### config.mk
export PLATFORM = sky130hd
export DESIGN_NAME = mult_seq_16_flat
export DESIGN_NICKNAME = d
export VERILOG_FILES = /design/src/rtl/mult_seq_16_pkg.sv /design/src/rtl/mult_seq_16_if.sv /design/src/rtl/mult_seq_16_cla.sv /design/src/rtl/mult_seq_16.sv /design/src/flat_wrapper.sv
export SDC_FILE = /design/constraint.sdc
export NUM_CORES = 1
export LEC_CHECK = 0
export ABC_AREA = 1
export CORE_MARGIN = 3
export CORE_UTILIZATION = 30
export CTS_BUF_LIST = sky130_fd_sc_hd__clkbuf_8
export DETAILED_ROUTE_END_ITERATION = 10
export PLACE_DENSITY_LB_ADDON = 0.1
export SLEW_MARGIN = 40
export SYNTH_ARGS = -nofsm -noshare
export SYNTH_HDL_FRONTEND = slang
export SYNTH_HIERARCHICAL = 1
export SYNTH_SLANG_ARGS = --single-unit
### constraint.sdc
create_clock -name clk -period 8.7 [get_ports clk]
set_input_delay 1.74 -clock clk [delete_from_list [all_inputs] [get_ports clk]]
set_output_delay 1.74 -clock clk [all_outputs]
set_load 0.02 [all_outputs]
### src/rtl/mult_seq_16_pkg.sv
// Shared constants and state encoding for the 16x16 sequential multiplier.
package mult_seq_16_pkg;

  localparam int MULT_WIDTH = 16;
  localparam int MULT_CNT_W = 5;

  // Encoding 2'd3 is unused; the FSM decodes it back to IDLE.
  typedef enum logic [1:0] {
    ST_IDLE = 2'd0,
    ST_RUN  = 2'd1,
    ST_DONE = 2'd2
  } mult_state_t;

endpackage

### src/rtl/mult_seq_16_if.sv
// Start/busy/done handshake plus operands and result between pipeline control and the multiplier.
interface mult_seq_16_if;
  import mult_seq_16_pkg::*;

  logic                      start;
  logic [MULT_WIDTH-1:0]     A;
  logic [MULT_WIDTH-1:0]     B;
  logic                      busy;
  logic                      done;
  logic [2*MULT_WIDTH-1:0]   product;

  modport master (output start, A, B, input busy, done, product);
  modport slave  (input start, A, B, output busy, done, product);

endinterface

### src/rtl/mult_seq_16_cla.sv
// 16-bit carry-lookahead adder: four 4-bit groups with group generate/propagate.
module cla_16 (
  input  logic [15:0] A,
  input  logic [15:0] B,
  input  logic        Cin,
  output logic [15:0] S,
  output logic        Cout
);

  logic [15:0] g;
  logic [15:0] p;
  logic [16:0] c;
  logic [3:0]  gg;
  logic [3:0]  gp;
  logic [4:0]  cb;

  // Bit and group generate/propagate, group carries, then in-group carries.
  always_comb begin
    g  = A & B;
    p  = A ^ B;
    c  = '0;
    gg = '0;
    gp = '0;
    cb = '0;
    for (int k = 0; k < 4; k++) begin
      gg[k] = g[4*k+3]
            | (p[4*k+3] & g[4*k+2])
            | (p[4*k+3] & p[4*k+2] & g[4*k+1])
            | (p[4*k+3] & p[4*k+2] & p[4*k+1] & g[4*k]);
      gp[k] = &p[4*k +: 4];
    end
    cb[0] = Cin;
    cb[1] = gg[0] | (gp[0] & Cin);
    cb[2] = gg[1] | (gp[1] & gg[0]) | (gp[1] & gp[0] & Cin);
    cb[3] = gg[2] | (gp[2] & gg[1]) | (gp[2] & gp[1] & gg[0])
          | (gp[2] & gp[1] & gp[0] & Cin);
    cb[4] = gg[3] | (gp[3] & gg[2]) | (gp[3] & gp[2] & gg[1])
          | (gp[3] & gp[2] & gp[1] & gg[0]) | (gp[3] & gp[2] & gp[1] & gp[0] & Cin);
    for (int k = 0; k < 4; k++) begin
      c[4*k] = cb[k];
      for (int j = 0; j < 3; j++) begin
        c[4*k+j+1] = g[4*k+j] | (p[4*k+j] & c[4*k+j]);
      end
    end
    c[16] = cb[4];
  end

  assign S    = p ^ c[15:0];
  assign Cout = c[16];

endmodule

### src/rtl/mult_seq_16.sv
// Iterative 16x16 unsigned shift-add multiplier: one add-and-shift step per RUN cycle.
// Optional build macro MULT_EARLY_EXIT_EN: finish as soon as the unconsumed multiplier
// bits are all zero by barrel-shifting the remaining distance in one cycle.
module mult_seq_16
  import mult_seq_16_pkg::*;
(
  input  logic          clk,
  input  logic          rst,
  mult_seq_16_if.slave  bus
);

  mult_state_t            state_q, state_d;
  logic [MULT_WIDTH-1:0]  mcand_q, mcand_d;
  logic [MULT_WIDTH-1:0]  hi_q, hi_d;
  logic [MULT_WIDTH-1:0]  lo_q, lo_d;
  logic [MULT_CNT_W-1:0]  cnt_q, cnt_d;
  logic [2*MULT_WIDTH-1:0] product_q, product_d;

  logic [MULT_WIDTH-1:0]  sum;
  logic                   sum_cout;
  logic                   exit_now;

  cla_16 u_cla (
    .A    (hi_q),
    .B    (mcand_q),
    .Cin  (1'b0),
    .S    (sum),
    .Cout (sum_cout)
  );

`ifdef MULT_EARLY_EXIT_EN
  logic [MULT_WIDTH-1:0] rem_mask;
  // Mask of the multiplier bits still waiting in lo (cnt of them, 1..16).
  assign rem_mask = 16'((17'd1 << cnt_q) - 17'd1);
  assign exit_now = ((lo_q & rem_mask) == '0);
`else
  assign exit_now = 1'b0;
`endif

  // State, operand and product registers; reset aborts any multiply in flight.
  always_ff @(posedge clk or posedge rst) begin
    if (rst) begin
      state_q   <= ST_IDLE;
      mcand_q   <= '0;
      hi_q      <= '0;
      lo_q      <= '0;
      cnt_q     <= '0;
      product_q <= '0;
    end else begin
      state_q   <= state_d;
      mcand_q   <= mcand_d;
      hi_q      <= hi_d;
      lo_q      <= lo_d;
      cnt_q     <= cnt_d;
      product_q <= product_d;
    end
  end

  // Next-state and datapath: accept in IDLE, add-and-shift in RUN, one-cycle DONE.
  always_comb begin
    state_d   = state_q;
    mcand_d   = mcand_q;
    hi_d      = hi_q;
    lo_d      = lo_q;
    cnt_d     = cnt_q;
    product_d = product_q;
    case (state_q)
      ST_IDLE: begin
        if (bus.start) begin
          mcand_d = bus.A;
          hi_d    = '0;
          lo_d    = bus.B;
          cnt_d   = MULT_CNT_W'(MULT_WIDTH);
          state_d = ST_RUN;
        end
      end
      ST_RUN: begin
        if (exit_now) begin
          // Remaining multiplier bits are zero: skip the adds, just align the product.
          {hi_d, lo_d} = {hi_q, lo_q} >> cnt_q;
          cnt_d        = '0;
          state_d      = ST_DONE;
          product_d    = {hi_d, lo_d};
        end else begin
          // Carry-out of the add becomes the new MSB after the right shift.
          if (lo_q[0]) begin
            {hi_d, lo_d} = {sum_cout, sum, lo_q[MULT_WIDTH-1:1]};
          end else begin
            {hi_d, lo_d} = {1'b0, hi_q, lo_q[MULT_WIDTH-1:1]};
          end
          cnt_d = cnt_q - 1'b1;
          if (cnt_d == '0) begin
            state_d   = ST_DONE;
            product_d = {hi_d, lo_d};
          end
        end
      end
      ST_DONE: begin
        state_d = ST_IDLE;
      end
      default: begin
        state_d = ST_IDLE;
      end
    endcase
  end

  assign bus.busy    = (state_q == ST_RUN);
  assign bus.done    = (state_q == ST_DONE);
  assign bus.product = product_q;

endmodule

### src/flat_wrapper.sv
// flat-port wrapper written by rule: the top's interface ports become plain ports
module mult_seq_16_flat import mult_seq_16_pkg::*;
  (clk, rst, bus_start, bus_A, bus_B, bus_busy, bus_done, bus_product);
  mult_seq_16_if bus_i ();
  input  logic clk;
  input  logic rst;
  input wire logic [$bits(bus_i.start)-1:0] bus_start;
  input wire logic [$bits(bus_i.A)-1:0] bus_A;
  input wire logic [$bits(bus_i.B)-1:0] bus_B;
  output wire logic [$bits(bus_i.busy)-1:0] bus_busy;
  output wire logic [$bits(bus_i.done)-1:0] bus_done;
  output wire logic [$bits(bus_i.product)-1:0] bus_product;
  assign bus_i.start = bus_start;
  assign bus_i.A = bus_A;
  assign bus_i.B = bus_B;
  assign bus_busy = bus_i.busy;
  assign bus_done = bus_i.done;
  assign bus_product = bus_i.product;
  mult_seq_16 u_core (.clk(clk), .rst(rst), .bus(bus_i));
endmodule
==> flow_metrics.tcl, run 1 <==
set metrics [dict create \
    status "complete, no violations" \
    netlist.area_leader.share 0.467 \
    ir_drop_mv 0.140 \
    diodes 0 \
    whs_ns 0.473 \
    die-area_um2 17100 \
    hold_buffers 0 \
    cts_resized 0 \
    numCtsBuffers 9 \
    drive_gt1_frac 0.0745 \
    avgRoutedWirePerCell_um 14.5 \
    grt_pass1_vias 3583 \
    die_w_um 131 \
    cts_max_path_buffers 2 \
    synth_warnings 6 \
    critical_path.max_stage_delay_ns 0.63 \
    fin_cells 761 \
    hold_start "u_core/bus.product[2]$_DFFE_PP0P_" \
    p_sw_frac 0.460 \
    start_util 0.313 \
    clk_latency_ns 0.37 \
    via_per_inst 4.73 \
    timing.rr.start "u_core/hi_q[11]$_DFFE_PP0P_" \
    worstSetupEndpointType "primary output" \
    dr.pass1.iters 4 \
    worstRegToRegCells 15 \
    ys.flop_type "dfrtp_1" \
    timing.final.ws_setup_ns 5.13 \
    ys_top_cells_by_count "nand2_1, dfrtp_1, inv_1" \
    power_per_cell_area_nw_per_um2 397 \
    pin_count 69 \
    critPathMaxFanout 9 \
    slew_violations 0 \
    timing.slew.headroom 0.450 \
    cellInternalPower_mw 1.21 \
    antenna_found_initial 0 \
    dp_hpwl_um 7180 \
    crit_type "flop to primary output" \
    tightest_slew_ns 0.826 \
    tns_ns 0 \
    wl_um 11000 \
    clkPwrFrac 0.120 \
    ant_nets 0 \
    grt_max_degree 80 \
    hold_depth 2 \
    ys_seq_elements 87 \
    cts_tree "done" \
    overflow 0 \
    syn_area_um2 4660 \
    drtIter0Drc 262 \
    drc_errors 0 \
    syn_avg_cell_area_um2 8.99 \
    final.min_clock_period_ns 3.57 \
    post_cts_buffers 0 \
    hold_viol_final 0 \
    clock-root-buffer "clkbuf_8" \
    final-setup-viol-count 0 \
    yosysTopAreaCell "dfrtp_1" \
    cts_sinks 87 \
    switching_power_mw 1.03 \
    period_share 0.411 \
    r2r_slack_ns 5.61 \
    post-route-cell-area_um2 5630 \
    max_cap_violations 0 \
    p_leak_nw 2.72 \
    synth_cells 518 \
    start_kind "flop" \
    clock_skew_ns 0.00845 \
    ys_seq_area_frac 0.467 \
    required_ns 6.96 \
    hold_path.class "flop to flop" \
    nets 640 \
    reg2reg_to "u_core/bus.product[30]$_DFFE_PP0P_" \
    rsz0062_at_grt "false" \
    worstHoldEndpoint "u_core/bus.product[2]$_DFFE_PP0P_" \
    grt_util_all_layers 0.138 \
    max_freq_ghz 0.280 \
    gp_congestion 0.748 \
    cp.buffers_inverters 3 \
    synth_edf_count 0 \
    pwr-share-comb 0.547 \
    vias 3599 \
    die_h_um 131 \
    rows 44 \
    grt_pass1_wl_um 18500 \
    path_cells "inv_1 > nand2_2 > inv_2 > clkdlybuf4s50_1" \
    place_ws_ns 5.12 \
    synthTopCellsByArea "dfrtp_1, nand2_1, fa_1, inv_1, ha_1" \
    seq_power_share 0.333 \
    htreeDepth 3 \
    arrival_ns 1.83 \
    io_buffers 68 \
    cp_top_family "buffers and inverters" \
    ys_async_sr_fraction 1.00 \
    areaGrowthSynthToFinish_pct 20.9 \
    ys_types 29 \
    worst_path_max_delay_cell "clkdlybuf4s50_1" \
    core_area_um2 14900 \
    cts.clk_slew.worst_paths_ns 0.08 \
    dp.cells 747 \
    yosysMostFrequentCell "nand2_1" \
    placed_area_um2 5430 \
]
## flip-flops by register name (all words and copies together), names as in the netlist
signal,flops
u_core/cnt_q,5
u_core/bus.product,32
u_core/mcand_q,16
u_core/hi_q,16
u_core/lo_q,16
u_core/state_q,2
## per-stage QoR
step | power (mW) | utilization
5_1_grt | 2.50 | 0.379
6_report | 2.24 | 0.379
2_1_floorplan | 1.64 | -
3_5_place_dp | 1.98 | 0.365
4_1_cts | 2.26 | 0.377
3_3_place_gp | 1.95 | 0.365
## worst max-delay path by stage
stage                                   from                           endpoint  slack [ns]  cells past startpoint
2_1_floorplan                            rst  u_core/bus.product[0]$_DFFE_PP0P_        4.71                      1
3_3_place_gp                       bus_start         u_core/lo_q[2]$_DFFE_PP0P_        4.84                      5
3_5_place_dp                       bus_start        u_core/lo_q[14]$_DFFE_PP0P_        5.12                      5
4_1_cts        u_core/state_q[1]$_DFFE_PP0P_                           bus_busy        5.08                      4
5_1_grt        u_core/state_q[1]$_DFFE_PP0P_                           bus_busy        5.03                      4
6_report       u_core/state_q[1]$_DFFE_PP0P_                           bus_busy        5.13                      4
## area by class of cell
class                           instances  area, um^2
Fill cell                            1547        9230
Timing Repair Buffer                   71         723
Inverter                               66         249
Sequential cell                        87        2180
Clock inverter                          4        42.5
Multi-Input combinational cell        340        2080
Tap cell                              184         230
Clock buffer                            9         124
## cells by family after synthesis
group | after synthesis | synth area share
adder cells (fa/ha/maj) | 30 | 0.0999
flip-flops | 87 | 0.467
other | 1 | 0.000805
XOR/XNOR | 5 | 0.00941
buffers and inverters | 92 | 0.0887
multiplexers | 16 | 0.0387
AND/OR/NAND/NOR | 215 | 0.209
AO/OA/AOI/OAI | 72 | 0.0862
## cell usage in the layout, fill, tap and decap left out, drive strengths merged
cell type,instances
nor2,20
nor3,1
inv,67
bufinv,1
conb,2
o22ai,7
ha,18
mux2,16
fa,12
buf,3
clkbuf,9
xor2,2
nand4,36
clkdlybuf4s50,68
clkinv,2
a21oi,5
nand2,150
nand3,8
dfrtp,87
o21ai,47
xnor2,3
o211ai,12
a21boi,1
## power by group through the flow
| stage | Clock (mW) | Combinational, mW | Sequential [mW] |
|---|---|---|---|
| 6_report | 0.268 | 1.22 | 0.744 |
| 5_1_grt | 0.299 | 1.43 | 0.776 |
| 4_1_cts | 0.282 | 1.23 | 0.749 |
| 3_5_place_dp | 0 | 1.22 | 0.757 |
| 3_3_place_gp | 0 | 1.20 | 0.752 |
| 2_1_floorplan | 0 | 0.865 | 0.774 |
## routing by layer
layer	GRT usage	routed length [um]
met4	0.0508	151
met5	0	0
met1	0.206	5590
met2	0.198	4740
met3	0.0285	517
## worst register-to-register path, stage by stage, from the launching register on
cell and delay, ns:
dfrtp_1 0.39, ha_1 0.34, nand2_1 0.10, nor2_1 0.04, nor2_1 0.12, nand2_1 0.09
nor2_1 0.09, a21boi_1 0.08, fa_1 0.40, fa_1 0.40, fa_1 0.39, xor2_1 0.15
nand2_1 0.06, o21ai_0 0.14, nand4_1 0.14, nand2_1 0.06
(Power assumes the default switching activity.)
==> run 2: changes to the inputs <==
Clock period 8.7 ns to 3.45 ns, I/O delays scaled along.
==> run 2 against run 1 <==
  * Global-route usage is essentially flat
  * Highest routed layer unchanged
  * Cell count grew 0.92%
  * Routed wire length grew 0.61%
  * Cell area grew 0.78%
  * Critical endpoint is now u_core/bus.product[30]$_DFFE_PP0P_
  * First-iteration DRC count shrank 64%
  * Hold slack gained 0.0019 ns
  * Clock-buffer cell count grew 3
  * Die area is the same
==> flow_metrics.tcl, run 2 (synthesized netlist as in run 1, its figures left out) <==
set metrics [dict create \
    arrival_ns 3.30 \
    power_mw 5.66 \
    slew_violations 0 \
    p_leak_nw 2.75 \
    wl_um 11100 \
    cts_sinks 87 \
    cts_resized 0 \
    core_area_um2 14900 \
    seq_power_share 0.331 \
    crit_type "flop to flop" \
    pin_count 69 \
    grt_pass1_wl_um 18400 \
    p_sw_frac 0.460 \
    rows 44 \
    required_ns 3.72 \
    timing.rr.start "u_core/mcand_q[7]$_DFFE_PP0P_" \
    overflow 0 \
    hold_viol_final 0 \
    r2r_slack_ns 0.42 \
    rsz0062_at_grt "false" \
    whs_ns 0.475 \
    worstRegToRegCells 15 \
    gp_congestion 0.798 \
    hold_start "u_core/bus.product[25]$_DFFE_PP0P_" \
    ant_nets 0 \
    final-setup-viol-count 0 \
    layout_common_cells "nand2_1, dfrtp_1, clkdlybuf4s50_1" \
    htreeDepth 3 \
    clk_latency_ns 0.37 \
    io_buffers 68 \
    hold_buffers 0 \
    antenna_found_initial 0 \
    worstSetupEndpointType "flop" \
    switching_power_mw 2.60 \
    die_w_um 131 \
    dr.pass1.iters 4 \
    fill_cells 1508 \
    grt_util_all_layers 0.139 \
    die_h_um 131 \
    clkPwrFrac 0.122 \
    drive_gt1_frac 0.0873 \
    hold_depth 2 \
    tns_ns 0 \
    diodes 0 \
    drtIter0Drc 95 \
    period_share 0.879 \
    power_per_cell_area_nw_per_um2 998 \
    clock-root-buffer "clkbuf_8" \
    timing.slew.headroom 0.445 \
    drc_errors 0 \
    grt_max_degree 81 \
    cts_tree "done" \
    post_cts_buffers 0 \
    final_common_cell "nand2_1" \
    nets 644 \
    start_kind "flop" \
    cts_max_path_buffers 2 \
    critPathMaxFanout 4 \
    max_freq_ghz 0.330 \
    vias 3590 \
    start_util 0.313 \
    pwr-share-comb 0.548 \
    final.min_clock_period_ns 3.03 \
    dp_hpwl_um 7400 \
    ir_drop_mv 0.293 \
    areaGrowthSynthToFinish_pct 21.8 \
    status "complete, no violations" \
    numCtsBuffers 9 \
    avgRoutedWirePerCell_um 14.4 \
    die-area_um2 17100 \
    worstHoldEndpoint "u_core/bus.product[25]$_DFFE_PP0P_" \
    cellInternalPower_mw 3.06 \
    hold_path.class "flop to flop" \
    tightest_slew_ns 0.833 \
    via_per_inst 4.67 \
    cts.clk_slew.worst_paths_ns 0.09 \
    grt_pass1_vias 3568 \
    clock_skew_ns 0.0124 \
    largest_register_ffs 32 \
    reg2reg_to "u_core/bus.product[30]$_DFFE_PP0P_" \
    max_cap_violations 0 \
]
[run 2: changes by cell type in the layout (fill, tap and decap cells not counted)]
cell and delta:
nand2_4 -2, clkbuf_8 +3, buf_12 +1, nand2_2 +2
buf_6 +1, buf_16 -1, bufinv_16 -1, clkinv_2 +1
buf_4 +2, inv_1 -1, buf_8 +1, clkinvlp_4 +1
[run 2: how the worst max path moves through the flow]
stage,start,to,slack [ns],cells past startpoint
after CTS,u_core/mcand_q[7]$_DFFE_PP0P_,u_core/bus.product[30]$_DFFE_PP0P_,0.41,15
after floorplan,rst,u_core/bus.product[0]$_DFFE_PP0P_,0.51,1
after global placement,u_core/mcand_q[7]$_DFFE_PP0P_,u_core/bus.product[30]$_DFFE_PP0P_,0.42,15
after detailed placement,u_core/mcand_q[7]$_DFFE_PP0P_,u_core/bus.product[30]$_DFFE_PP0P_,0.43,15
final,u_core/mcand_q[7]$_DFFE_PP0P_,u_core/bus.product[30]$_DFFE_PP0P_,0.42,15
after global routing,u_core/hi_q[10]$_DFFE_PP0P_,u_core/bus.product[30]$_DFFE_PP0P_,0.18,15
[run 2: layout make-up]
type | instances | area, um^2 | area share
Clock buffer | 12 | 165 | 0.0291
Clock inverter | 4 | 21.3 | 0.00375
Inverter | 66 | 249 | 0.0439
Multi-Input combinational cell | 340 | 2070 | 0.365
Sequential cell | 87 | 2180 | 0.384
Tap cell | 184 | 230 | 0.0406
Timing Repair Buffer | 75 | 757 | 0.133
[run 2: power groups by stage]
stage	sequential, mW	clock [mW]	combinational (mW)
final	1.87	0.689	3.10
after global routing	1.96	0.766	3.57
after CTS	1.89	0.730	3.15
after detailed placement	1.91	0	3.14
after global placement	1.90	0	3.08
after floorplan	1.95	0	2.18
[run 2: per-stage QoR]
stage / std cells / util / cell area, um^2 / worst slack [ns]
2_1_floorplan: 519 / - / 4660 / 0.510
3_3_place_gp: 750 / 0.367 / 5460 / 0.421
3_5_place_dp: 752 / 0.369 / 5490 / 0.429
4_1_cts: 768 / 0.382 / 5670 / 0.407
5_1_grt: 768 / 0.382 / 5670 / 0.181
6_report: 768 / 0.382 / 5670 / 0.417
[run 2: layer usage]
metal,share of wire,vias to the layer above,GRT usage
li1,-,1804,-
met1,0.49,1700,0.192
met2,0.45,75,0.214
met3,0.045,11,0.0272
met4,0.014,0,0.0544
met5,0,-,0
[run 2: worst max-delay path, cell delays in order (launching register included)]
cell and delay (ns):
dfrtp_1 0.40, ha_1 0.33, nand2_1 0.10, nor2_1 0.05, nor2_1 0.09, nand2_1 0.09, nor2_1 0.11, a21boi_1 0.08
fa_1 0.40, fa_1 0.40, fa_1 0.38, xor2_1 0.15, nand2_1 0.06, o21ai_0 0.11, nand4_1 0.13, nand2_1 0.07
